File: config.mk
export PLATFORM = sky130hd
export DESIGN_NAME = cp0_exc_ctrl
export DESIGN_NICKNAME = d
export VERILOG_FILES = /design/src/rtl/cp0_exc_ctrl.sv
export SDC_FILE = /design/constraint.sdc
export NUM_CORES = 1
export LEC_CHECK = 0
export CAP_MARGIN = 20
export CORE_ASPECT_RATIO = 1.25
export CORE_MARGIN = 8
export CORE_UTILIZATION = 45
export CTS_BUF_LIST = sky130_fd_sc_hd__clkbuf_2
export DETAILED_ROUTE_END_ITERATION = 7
export PLACE_DENSITY_LB_ADDON = 0.1
export SKIP_CTS_REPAIR_TIMING = 1
export SYNTH_ARGS = -nofsm -noshare
export SYNTH_HDL_FRONTEND = slang
export SYNTH_SLANG_ARGS = --single-unit
File: constraint.sdc
create_clock -name clk -period 4.5 [get_ports clk]
set_input_delay 0.45 -clock clk [delete_from_list [all_inputs] [get_ports clk]]
set_output_delay 0.45 -clock clk [all_outputs]
set_load 0.01 [all_outputs]
File: src/rtl/cp0_exc_ctrl.sv
// Coprocessor-0 exception/interrupt controller beside the M stage.
// Holds SR/Cause/EPC/PRId, raises IntReq and serves mfc0/mtc0/eret.
module cp0_exc_ctrl #(
   parameter logic [31:0] PRID         = 32'h0000_2019,
   parameter logic [31:0] HANDLER_ADDR = 32'h0000_4180
) (
   input  logic        clk,
   input  logic        reset,
   input  logic [4:0]  A1,
   input  logic [4:0]  A2,
   input  logic [31:0] DIn,
   input  logic        WE,
   input  logic [31:0] PC,
   input  logic        BD_in,
   input  logic [6:2]  ExcCode_in,
   input  logic [7:2]  HWInt,
   input  logic        EXLClr,
   output logic        IntReq,
   output logic [31:0] ExcPC,
   output logic [31:0] EPC,
   output logic [31:0] DOut
);

   logic [5:0]  im_q, im_d;
   logic        exl_q, exl_d;
   logic        ie_q, ie_d;
   logic        bd_q, bd_d;
   logic [5:0]  ip_q, ip_d;
   logic [4:0]  exc_q, exc_d;
   logic [31:0] epc_q, epc_d;

   logic        int_pend;
   logic        exc_pend;
   logic [31:0] epc_entry;
   logic [31:0] sr_val;
   logic [31:0] cause_val;

   assign int_pend = (|(HWInt & im_q)) & ie_q & ~exl_q;
   assign exc_pend = (ExcCode_in != 5'd0) & ~exl_q;
   assign IntReq   = int_pend | exc_pend;
   assign ExcPC    = HANDLER_ADDR;
   assign EPC      = epc_q;

   // A delay-slot instruction restarts at its branch.
   assign epc_entry = BD_in ? (PC - 32'd4) : PC;

   assign sr_val    = {16'h0, im_q, 8'h0, exl_q, ie_q};
   assign cause_val = {bd_q, 15'h0, ip_q, 3'h0, exc_q, 2'h0};

   always_comb begin
      im_d  = im_q;
      exl_d = exl_q;
      ie_d  = ie_q;
      bd_d  = bd_q;
      ip_d  = HWInt;
      exc_d = exc_q;
      epc_d = epc_q;
      if (IntReq) begin
         exl_d = 1'b1;
         exc_d = int_pend ? 5'd0 : ExcCode_in;
         bd_d  = BD_in;
         epc_d = {epc_entry[31:2], 2'b00};
      end else begin
         if (EXLClr) begin
            exl_d = 1'b0;
         end
         if (WE) begin
            unique case (A2)
               5'd12: begin
                  im_d  = DIn[15:10];
                  exl_d = DIn[1];
                  ie_d  = DIn[0];
               end
               5'd14: epc_d = {DIn[31:2], 2'b00};
               default: ;
            endcase
         end
      end
   end

   always_ff @(posedge clk or posedge reset) begin
      if (reset) begin
         im_q  <= 6'd0;
         exl_q <= 1'b0;
         ie_q  <= 1'b0;
         bd_q  <= 1'b0;
         ip_q  <= 6'd0;
         exc_q <= 5'd0;
         epc_q <= 32'd0;
      end else begin
         im_q  <= im_d;
         exl_q <= exl_d;
         ie_q  <= ie_d;
         bd_q  <= bd_d;
         ip_q  <= ip_d;
         exc_q <= exc_d;
         epc_q <= epc_d;
      end
   end

   always_comb begin
      DOut = 32'd0;
      unique case (A1)
         5'd12: DOut = sr_val;
         5'd13: DOut = cause_val;
         5'd14: DOut = epc_q;
         5'd15: DOut = PRID;
         default: DOut = 32'd0;
      endcase
   end

endmodule

## Yosys cells after proc, flatten, opt, wreduce, memory -nomap -nowiden

Cells that the tools add are included.

| cells by class | value |
|---|---|
| $add $sub $neg | 1 |
| eq/ne operators | 6 |
| muxes and demuxes | 10 |
| bitwise gates (word level) | 7 |
| reduce and logical (&&, ||, !) cells | 6 |

Operators with widths:

| cell | count |
|---|---|
| 32-bit 2-to-1 mux | 4 |
| 32-bit one-hot mux with 4 select lines | 1 |
| 32-bit by 3-bit subtractor with 32-bit output (second input constant) | 1 |
| 5-bit by 4-bit == test with 1-bit output (second input constant) | 6 |
| 6-bit bitwise AND | 1 |
| 6-bit OR reduction | 1 |
| 5-bit 2-to-1 mux | 1 |
| 5-bit nonzero test | 1 |
| 1-bit 2-to-1 mux | 4 |
| 2-bit nonzero test | 2 |
| 1-bit bitwise AND | 3 |
| 3-bit AND reduction | 1 |
| 1-bit inverter | 2 |
| 2-bit AND reduction | 1 |
| 1-bit bitwise OR | 1 |

| word-level totals | value |
|---|---|
| bits in registers | 52 |
| input port bits | 90 |
| output and inout bits | 97 |
| logic and storage cells | 37 |

## Longest topological paths before layout

| logic depth | value |
|---|---|
| word-level depth | 7 |
| mapped depth | 6 |
| mapped depth without buffers | 6 |

## Least setup slack after synthesis

OpenSTA, ideal clock, no wires.

| timing | value |
|---|---|
| path type | input to output |
| from | input port A1[1] |
| to | output port DOut[18] |
| arrival | 1.671 ns |
| required time | 4.050 ns |
| slack | 2.379 ns |
| stages | 5 |
| path buffers | 2 |
| cells stage by stage | clkbuf_1 > nor2b_1 > nor2b_1 > clkbuf_1 > and2_1 |

| on the way | value |
|---|---|
| longest elaborated chain between the ends | 2 |
| elaborated cells between the ends (all ways) | 5 |
| those cells by class | 4 x eq/ne; 1 x mux |

RTL lines:

| element | line | text |
|---|---|---|
| start, declared | 9 | `input logic [4:0] A1,` |
| 5-bit by 4-bit == test with 1-bit output | 103 | `unique case (A1)` |
| 32-bit one-hot mux with 4 select lines (*) | 103 |  |
| end, declared | 21 | `output logic [31:0] DOut` |

Mark *: on every way between the ends. The rest lies on a longest branch, timed or not.

## Worst setup path after layout

| timing | value |
|---|---|
| from | input port HWInt[2] (netlist name) |
| to | output port IntReq |

| on the way | value |
|---|---|
| longest elaborated chain between the ends | 5 |

RTL lines:

| element | line | text |
|---|---|---|
| start, declared | 16 | `input logic [7:2] HWInt,` |
| 6-bit bitwise AND | 38 | `assign int_pend = (\|(HWInt & im_q)) & ie_q & ~exl_q;` |
| 6-bit OR reduction | 38 |  |
| 1-bit bitwise AND (2 in a row) | 38 |  |
| 1-bit bitwise OR | 40 | `assign IntReq = int_pend \| exc_pend;` |
| end, declared | 18 | `output logic IntReq,` |

Every way passes these cells.

==> results.md <==
- Fin util: 64.3%
- Syn-to-layout area delta: 40.8%
- Clock Sinks: 50
- Number of levels the H-tree was split into: 2
- Port Buffers: 150
- Largest buffer count on any clock path: 2
- Filler Cells Inserted: 717
- Number of placed I/O pins: 187
- Remaining global-route overflow: 0
- Most common library cell in the layout ignoring fill and taps: sky130_fd_sc_hd__clkdlybuf4s50_1
- Setup repair after global routing missed its margin: no
- Most used routing layer: met2
- Type of the setup path with the least slack: input port to primary output
- DIE WIDTH: 97.3 µm
- Worst Path Required: 4.05 ns
- Pwr Total: 2020 µW
- Number of antenna violations at the first check in global routing: 0
- Startpoint type of the worst setup path: input port
- Final RePlAce weighted congestion: 0.837
- Nature of the critical path endpoint: primary output
- TritonCTS clock tree: yes
- Buffer type at the clock tree root: sky130_fd_sc_hd__clkbuf_2
- Type of the most critical hold path: input port to async pin
- Router iterations before antenna repair: 4
- Post-detailed-placement half-perimeter wirelength: 9690 µm
- Final worst hold slack: 0.243 ns
- Netlist area before placement: 3720 µm²
- Detail-routed via count per cell: 5.60
- Run status: finished, final reports clean
- Transition time at the pin with the least slew margin: 1.03 ns
- Initial Utilization: 45.7%
- Met2 capacity usage during global routing: 38.7%
- Final setup vio count: 0
- Final clock skew: 0.0333 ns
- Fraction of final layout cells sized beyond drive strength 1: 6.67%
- Area enclosed by the die boundary: 11400 µm²
- Maximum fanout along the worst path: 19
- Endpoints failing hold: 0
- Number of max-capacitance violations reported: 0
- Clock insertion delay at the later pin of the skew report: 0.45 ns
- GRT met3 Usage: 4.93%
- Most common flop cell mapped by yosys: sky130_fd_sc_hd__dfrtp_1
- Crit path time final: 3.22 ns
- Number of placement rows: 37
- Placed insts: 628
- Post-synthesis register bit count: 50
- Aggregate global-route resource usage: 20.7%
- Vias in the first global route: 3867
- Highest Clock Rate: 310 MHz
- Overall die height: 118 µm
- Syn avg cell area: 9.23 µm²
- Core Box Area: 8150 µm²
- Sum of negative setup slack: 0 ns
- Number of enable-type register cells in the synthesized netlist: 0
- Largest net degree at the start of global routing: 51
- Met1 Resource Use GR: 22.6%
- Number of library cell types mapped by synthesis: 45
- Detailed-route wire length per cell: 18.9 µm
- Async SR Flop Fraction: 100%
- Lkg Pwr: 0.00212 µW
- First-pass GRT wire length: 19800 µm
- Final period utilization: 71.6%
- Peak VDD IR: 0.203 mV
- Fin. max-slew vios: 0
- Sequential cell area fraction in the yosys report: 33.6%
- Total via count after detailed routing: 3570
- Diode count: 0
- TritonCTS Buffers: 5
- Final-stage net count: 630
- Clock-pin slew on the worst setup and hold paths: 0.28 ns
- Worst Path Arrival: 2.77 ns
- Most frequent cells in the layout: 150 x sky130_fd_sc_hd__clkdlybuf4s50_1, 50 x sky130_fd_sc_hd__dfrtp_1, 34 x sky130_fd_sc_hd__conb_1, 31 x sky130_fd_sc_hd__mux2i_1, 23 x sky130_fd_sc_hd__o31ai_1
- Synthesis warning total: 0
- Detail Route Antenna Nets: 0
- Number of non-filler instances in the completed layout: 637
- PD cells: 386 nW/µm²
- Total Routed Length: 12100 µm
- Remaining DRCs: 0
- Initial DRC count: 151
- Max-slew headroom at the worst pin: 30.1%
- Number of instances in the synthesized netlist: 403
## routing by layer
metal | share of wire, % | wire (µm)
met1 | 38 | 4590
met4 | 1.7 | 207
met2 | 53 | 6350
met5 | 0 | 0
met3 | 7.6 | 913
## area by class of cell
type	count	area [µm²]	share of cell area (%)
Clock inverter	3	21.3	0.406
Sequential cell	50	1250	23.9
Inverter	8	30.0	0.573
Multi-Input combinational cell	316	2210	42.3
Tap cell	97	121	2.32
Timing Repair Buffer	158	1570	30.1
Clock buffer	5	25.0	0.478
## flip-flops by register name, indices dropped and copies added, names as in the netlist
| register | cells |
|---|---|
| ie_q | 1 |
| bd_q | 1 |
| ip_q | 6 |
| im_q | 6 |
| EPC | 30 |
| exl_q | 1 |
| exc_q | 5 |
## through the flow
step                worst slack, ns  cell area [µm²]
floorplan                      2.38             3840
global placement               1.29             5170
detailed placement             1.31             5170
CTS                            1.28             5220
global route                   1.05             5240
finish                         1.28             5240
## path summary, 6_finish.rpt
check / start / end / slack (ns) / cells past startpoint
max: HWInt[2] / IntReq / 1.28 / 7
min: reset / EPC[15] / 0.24 / 2
max reg2reg: im_q[0] / im_q[4] / 2.41 / 5
min reg2reg: exc_q[1] / exc_q[1] / 0.51 / 1
max in group asynchronous: reset / EPC[7] / 3.71 / 3
min in group clk: HWInt[4] / ip_q[2] / 0.45 / 1
## cell usage after synthesis (all sizes together) (10+ instances only)
cell,number,area share [%]
dfrtp,50,34
buf,41,7.7
mux2i,31,8.3
nand4,23,4.2
o31ai,23,4.6
nor2,22,2.2
clkbuf,20,2.0
nor4bb,19,5.1
a31oi,18,3.0
and2,18,3.0
or3,17,3.1
o21ai,10,1.3
xor2,10,2.4
## critical path, cell delays in order
cell and delay [ns]:
sky130_fd_sc_hd__clkdlybuf4s50_1 0.43, sky130_fd_sc_hd__a22oi_1 0.28, sky130_fd_sc_hd__a311oi_2 0.15, sky130_fd_sc_hd__buf_4 0.23, sky130_fd_sc_hd__nor2_2 0.12, sky130_fd_sc_hd__clkinv_1 0.44, sky130_fd_sc_hd__clkdlybuf4s50_1 0.65
## logic make-up after synthesis
logic type | count (synthesis) | synth area share, %
mux | 39 | 10.8
xor+xnor | 12 | 2.83
simple gates | 151 | 27.3
buf+inv | 69 | 10.6
other cells | 2 | 0.202
flops | 50 | 33.6
compound gates | 79 | 14.4
fa+ha+maj | 1 | 0.336
## where the power goes
| group | internal [µW] | switching (µW) |
|---|---|---|
| Sequential | 634 | 159 |
| Clock | 38.3 | 151 |
| Combinational | 578 | 460 |
| Total | 1250 | 770 |
No activity file was read; power rests on OpenSTA's default activity.
